## src/rtl/rdma_msix_fire_pkg.sv

```systemverilog
// Shared MSI-X definitions: vector count, table-entry layout and FSM encoding.
package rdma_msix_fire_pkg;

  localparam int MSIX_NUM_LOG = 4;
  localparam int MSIX_NUM     = 1 << MSIX_NUM_LOG;
  localparam int MSIX_DATA_W  = 128;

  localparam int ENT_ADDR_LSB = 0;
  localparam int ENT_DATA_LSB = 64;
  localparam int ENT_MASK_BIT = 96;

  // One-hot FSM encoding
  localparam logic [3:0] ST_IDLE   = 4'b0001;
  localparam logic [3:0] ST_LOOKUP = 4'b0010;
  localparam logic [3:0] ST_WAIT   = 4'b0100;
  localparam logic [3:0] ST_ISSUE  = 4'b1000;

  typedef struct packed {
    logic        mask;
    logic [31:0] data;
    logic [63:0] addr;
  } msix_entry_t;

  function automatic msix_entry_t decode_entry(input logic [ENT_MASK_BIT:0] raw);
    msix_entry_t e;
    e.addr = raw[ENT_ADDR_LSB +: 64];
    e.data = raw[ENT_DATA_LSB +: 32];
    e.mask = raw[ENT_MASK_BIT];
    return e;
  endfunction

endpackage

```

## src/rtl/pcieifc_pri_enc.sv

```systemverilog
// Lowest-index-set-bit priority encoder.
module pcieifc_pri_enc #(
  parameter int WIDTH = 16,
  localparam int IDX_W = (WIDTH > 1) ? $clog2(WIDTH) : 1
) (
  input  logic [WIDTH-1:0] i_vec,
  output logic [IDX_W-1:0] o_idx,
  output logic             o_valid
);

  always_comb begin
    o_idx = '0;
    for (int i = WIDTH - 1; i >= 0; i--) begin
      if (i_vec[i]) o_idx = i[IDX_W-1:0];
    end
  end

  assign o_valid = |i_vec;

endmodule

```

## src/rtl/rdma_msix_fire.sv

```systemverilog
// MSI-X fire engine: looks up the vector's table entry, issues the posted write,
// or records the vector as pending and retries it periodically while masked.
module rdma_msix_fire
  import rdma_msix_fire_pkg::*;
#(
  parameter logic [15:0] RETRY_INTERVAL = 16'd1024
) (
  input  logic                    clk,
  input  logic                    rst_n,
  input  logic                    eq_int_valid,
  input  logic [MSIX_NUM_LOG-1:0] eq_int_num,
  output logic                    eq_int_ready,
  output logic                    tbl_req_valid,
  output logic [MSIX_NUM_LOG-1:0] tbl_req_num,
  input  logic                    tbl_req_ready,
  input  logic                    tbl_rsp_valid,
  input  logic [MSIX_DATA_W-1:0]  tbl_rsp_data,
  output logic                    tbl_rsp_ready,
  output logic                    msix_wr_valid,
  output logic [63:0]             msix_wr_addr,
  output logic [31:0]             msix_wr_data,
  input  logic                    msix_wr_ready,
  output logic [MSIX_NUM-1:0]     pba
);

  localparam logic [15:0] TIMER_MAX = RETRY_INTERVAL - 16'd1;

  logic [3:0]              r_state;
  logic [MSIX_NUM_LOG-1:0] r_vec;
  logic [MSIX_NUM-1:0]     r_pba;
  logic [15:0]             r_timer;
  logic [63:0]             r_addr;
  logic [31:0]             r_data;

  msix_entry_t             w_entry;
  logic [MSIX_NUM_LOG-1:0] w_retry_idx;
  logic                    w_pba_any;
  logic                    w_expired;
  logic                    w_retry;
  logic                    w_unused_rsp;

  assign w_entry      = decode_entry(tbl_rsp_data[ENT_MASK_BIT:0]);
  assign w_unused_rsp = ^tbl_rsp_data[MSIX_DATA_W-1:ENT_MASK_BIT+1];

  pcieifc_pri_enc #(.WIDTH(MSIX_NUM)) u_pri_enc (
    .i_vec   (r_pba),
    .o_idx   (w_retry_idx),
    .o_valid (w_pba_any)
  );

  assign w_expired = (r_timer == TIMER_MAX);
  // A fresh request always wins over a retry in the same idle cycle
  assign w_retry   = (r_state == ST_IDLE) && !eq_int_valid && w_expired && w_pba_any;

  always_ff @(posedge clk or negedge rst_n) begin
    if (!rst_n) begin
      r_timer <= '0;
    end else if (!w_pba_any || w_retry) begin
      r_timer <= '0;
    end else if (!w_expired) begin
      r_timer <= r_timer + 16'd1;
    end
  end

  always_ff @(posedge clk or negedge rst_n) begin
    if (!rst_n) begin
      r_state <= ST_IDLE;
      r_vec   <= '0;
      r_pba   <= '0;
      r_addr  <= '0;
      r_data  <= '0;
    end else begin
      case (r_state)
        ST_IDLE: begin
          if (eq_int_valid) begin
            r_vec   <= eq_int_num;
            r_state <= ST_LOOKUP;
          end else if (w_retry) begin
            r_vec   <= w_retry_idx;
            r_state <= ST_LOOKUP;
          end
        end
        ST_LOOKUP: begin
          if (tbl_req_ready) r_state <= ST_WAIT;
        end
        ST_WAIT: begin
          if (tbl_rsp_valid) begin
            if (w_entry.mask) begin
              r_pba[r_vec] <= 1'b1;
              r_state      <= ST_IDLE;
            end else begin
              // Message writes are DW-aligned; low address bits are dropped
              r_addr  <= {w_entry.addr[63:2], 2'b00};
              r_data  <= w_entry.data;
              r_state <= ST_ISSUE;
            end
          end
        end
        ST_ISSUE: begin
          if (msix_wr_ready) begin
            r_pba[r_vec] <= 1'b0;
            r_state      <= ST_IDLE;
          end
        end
        default: r_state <= ST_IDLE;
      endcase
    end
  end

  // Ready is held low while reset is asserted, so nothing is accepted before release
  assign eq_int_ready  = (r_state == ST_IDLE) && rst_n;
  assign tbl_req_valid = (r_state == ST_LOOKUP);
  assign tbl_req_num   = r_vec;
  assign tbl_rsp_ready = (r_state == ST_WAIT);
  assign msix_wr_valid = (r_state == ST_ISSUE);
  assign msix_wr_addr  = r_addr;
  assign msix_wr_data  = r_data;
  assign pba           = r_pba;

endmodule

```

## config.mk

```make
export PLATFORM = sky130hd
export DESIGN_NAME = rdma_msix_fire
export DESIGN_NICKNAME = d
export VERILOG_FILES = /design/src/rtl/rdma_msix_fire_pkg.sv /design/src/rtl/pcieifc_pri_enc.sv /design/src/rtl/rdma_msix_fire.sv
export SDC_FILE = /design/constraint.sdc
export NUM_CORES = 1
export LEC_CHECK = 0
export CORE_UTILIZATION = 40
export CTS_CLUSTER_DIAMETER = 40
export CTS_CLUSTER_SIZE = 24
export DETAILED_ROUTE_END_ITERATION = 16
export PLACE_DENSITY = 0.77
export SLEW_MARGIN = 20
export SYNTH_ARGS = -nofsm -noshare
export SYNTH_HDL_FRONTEND = slang
export SYNTH_SLANG_ARGS = --single-unit
export TNS_END_PERCENT = 20
```

## constraint.sdc

```tcl
create_clock -name clk -period 3.26 [get_ports clk]
set_input_delay 0.815 -clock clk [delete_from_list [all_inputs] [get_ports clk]]
set_output_delay 0.815 -clock clk [all_outputs]
set_load 0.02 [all_outputs]
```

==> flow_summary.ini <==
[global_routing]
grt-ovfl-total = 0
grt_pass1_wl_um = 23900
antenna_found_initial = 0
grt_pass1_vias = 4687
grtUsageTotal_pct = 21.9
grt_max_degree = 69

[min_path]
hp-class = register to register
holdPathStages = 1
hold_start = msix_wr_data[16]
holdPathEnd = msix_wr_data[16]

[routing]
antenna_left = 0
wl_per_cell_um = 17.9
drtIter0Drc = 203
vias = 4381
vias_per_cell = 5.22
drtPass1Iterations = 4
drc = 0
routed_wl_um = 15000

[critical_path]
rr_startpoint = r_state[2]
critPathLaunchType = register
cp.arrival_ns = 2.28
crit_required_ns = 2.44
rrSetupSlack_ns = 0.69
worstSetupPathType = register to primary output
reg2reg_depth = 7
crit_fanout = 15
endpoint_kind = primary output

[clock_tree]
cts_sinks = 134
clk_latency_ns = 0.42
cts.htree.levels = 4
cts_hold_buf = 0
post_cts_resized = 0
clk_path_buf_depth = 2
cts_setup_buffers = 0
cts_root_buf = clkbuf_16
path_clk_slew_ns = 0.05
cts_tree = yes
numCtsBuffers = 17

[cells_and_area]
fillers = 1068
drive_above_1_share_pct = 21.6
antenna_cells = 0
nets = 791
syn_to_final_growth_pct = 52.3

[pwr]
combPwrFrac_pct = 41.7
switching_share_pct = 34.2
leakage_nw = 3.71
seq_power_share_pct = 36.3
clockPowerShare_pct = 21.9
p_switching_mw = 2.59
peakVddDrop_mv = 0.489
intPower_mw = 4.98
power_density_nw_per_um2 = 885

[timing]
fin_setup_tns_ns = 0
min_period_ns = 3.10
finalCritPeriodShare_pct = 95.1
rsz0062_at_grt = no
drv_slew = 0
fin_skew_ns = 0.00587
finalSetupViolations = 0
tightest_slew_ns = 0.859
whs_ns = 0.499
hold_violations = 0
relSlewSlack_pct = 42.7
max_freq_mhz = 323

[die]
start_util_pct = 41.7
fp.dieW_um = 120
die_h_um = 120
ioPinCount = 258
row_count = 42
die-area_um2 = 14500
core_um2 = 13500

[run]
cap_violations = 0

[logic_synthesis]
syn_area_um2 = 5610
ys_types = 51
async_flop_share_pct = 100
syn_inst = 424
yosysSeqAreaShare_pct = 59.8
ys_ff_latch = 134
synth_edf_count = 0
synth_area_per_cell_um2 = 13.2
ys_warn_count = 0
synth_ff_type = dfrtp_1

[run_status]
status = finished clean

[place]
gp_congestion = 0.843
portBuffers = 222
post-dp-hpwl_um = 11100
per-layer routing:
layer	vias to the layer above	global-route usage [%]	wire length (um)
li1	1993	-	-
met4	0	10.7	472
met1	2181	24.3	5640
met3	31	10.1	1460
met2	176	35.3	7440
met5	-	0	0
cells in the mapped netlist (3+ instances only):
| master | n | share of area, % |
|---|---|---|
| a21oi_1 | 7 | 0.62 |
| a31oi_1 | 5 | 0.56 |
| and3_1 | 5 | 0.56 |
| and4_1 | 3 | 0.47 |
| buf_1 | 4 | 0.27 |
| clkbuf_1 | 14 | 0.94 |
| dfrtp_1 | 133 | 59 |
| inv_1 | 9 | 0.60 |
| mux2_2 | 100 | 20 |
| nand2_1 | 13 | 0.87 |
| nand3_1 | 5 | 0.45 |
| nand3b_1 | 4 | 0.54 |
| nand4_1 | 3 | 0.33 |
| nor2_1 | 24 | 1.6 |
| nor3_1 | 7 | 0.62 |
| o21ai_0 | 22 | 2.0 |
| o31ai_1 | 19 | 2.5 |
| or4_1 | 3 | 0.40 |
| xor2_1 | 7 | 1.1 |
critical path, stage by stage (launching register included):
cell and delay, ns:
dfrtp_1 0.41, nor2_1 0.14, nand3b_1 0.20, inv_1 0.42, clkdlybuf4s50_1 0.70
area by class of cell:
class                      count  area [um2]  share of cell area, %
multi-input combinational    262        2150                   25.2
tap                          176         220                   2.58
sequential                   134        3350                   39.2
clock buffer                  25         485                   5.68
inverter                       9        33.8                  0.395
clock inverter                 5        25.0                  0.293
timing repair buffer         228        2280                   26.6
power groups by stage:
| stage | Combinational (mW) | Sequential [mW] | Clock (mW) |
|---|---|---|---|
| floorplan | 0.869 | 3.39 | 0 |
| global placement | 3.12 | 2.71 | 0 |
| detailed placement | 3.16 | 2.76 | 0 |
| CTS | 3.19 | 2.75 | 1.70 |
| global route | 3.33 | 2.84 | 1.77 |
| finish | 3.16 | 2.75 | 1.66 |
kinds of logic (layout without fill, tap and decap cells):
kind of cell | Yosys count | count (layout) | synth area share (%)
buf+inv | 29 | 267 | 2.07
xor+xnor | 8 | 8 | 1.25
fa+ha+maj | 1 | 1 | 0.223
other cells | 1 | 2 | 0.0668
flops | 134 | 134 | 59.8
simple gates | 83 | 83 | 8.47
compound gates | 67 | 67 | 7.89
mux | 101 | 101 | 20.2
cell usage in the layout, fill, tap and decap left out, types with 6 or more instances in the layout:
cell | synthesis | routed
nand2_1 | 13 | 12
o31ai_1 | 19 | 19
buf_4 | 2 | 6
dfrtp_1 | 133 | 133
clkdlybuf4s50_1 | 0 | 221
xor2_1 | 7 | 7
mux2_2 | 100 | 100
o21ai_0 | 22 | 22
clkbuf_16 | 0 | 17
inv_1 | 9 | 9
a21oi_1 | 7 | 7
nor2_1 | 24 | 24
nor3_1 | 7 | 7
stage by stage:
stage | area [um2] | setup WS (ns) | util, % | total power, mW | cells
floorplan | 5620 | 0.802 | - | 4.26 | 425
finish | 8550 | 0.161 | 63.5 | 7.57 | 839
detailed placement | 8040 | 0.470 | 59.7 | 5.91 | 809
global placement | 8040 | 0.525 | 59.7 | 5.83 | 809
global route | 8550 | 0.0375 | 63.5 | 7.94 | 839
CTS | 8550 | 0.112 | 63.5 | 7.63 | 839
worst max-delay path by stage:
stage | from | to | slack [ns] | depth (start not counted)
floorplan | r_state[1] | register | 0.80 | 7
global placement | tbl_rsp_valid | register | 0.52 | 5
detailed placement | tbl_rsp_valid | register | 0.47 | 5
CTS | r_state[2] | msix_wr_valid | 0.11 | 4
global route | r_state[2] | msix_wr_valid | 0.04 | 4
finish | r_state[2] | msix_wr_valid | 0.16 | 4
Power figures use the tool's default switching activity.
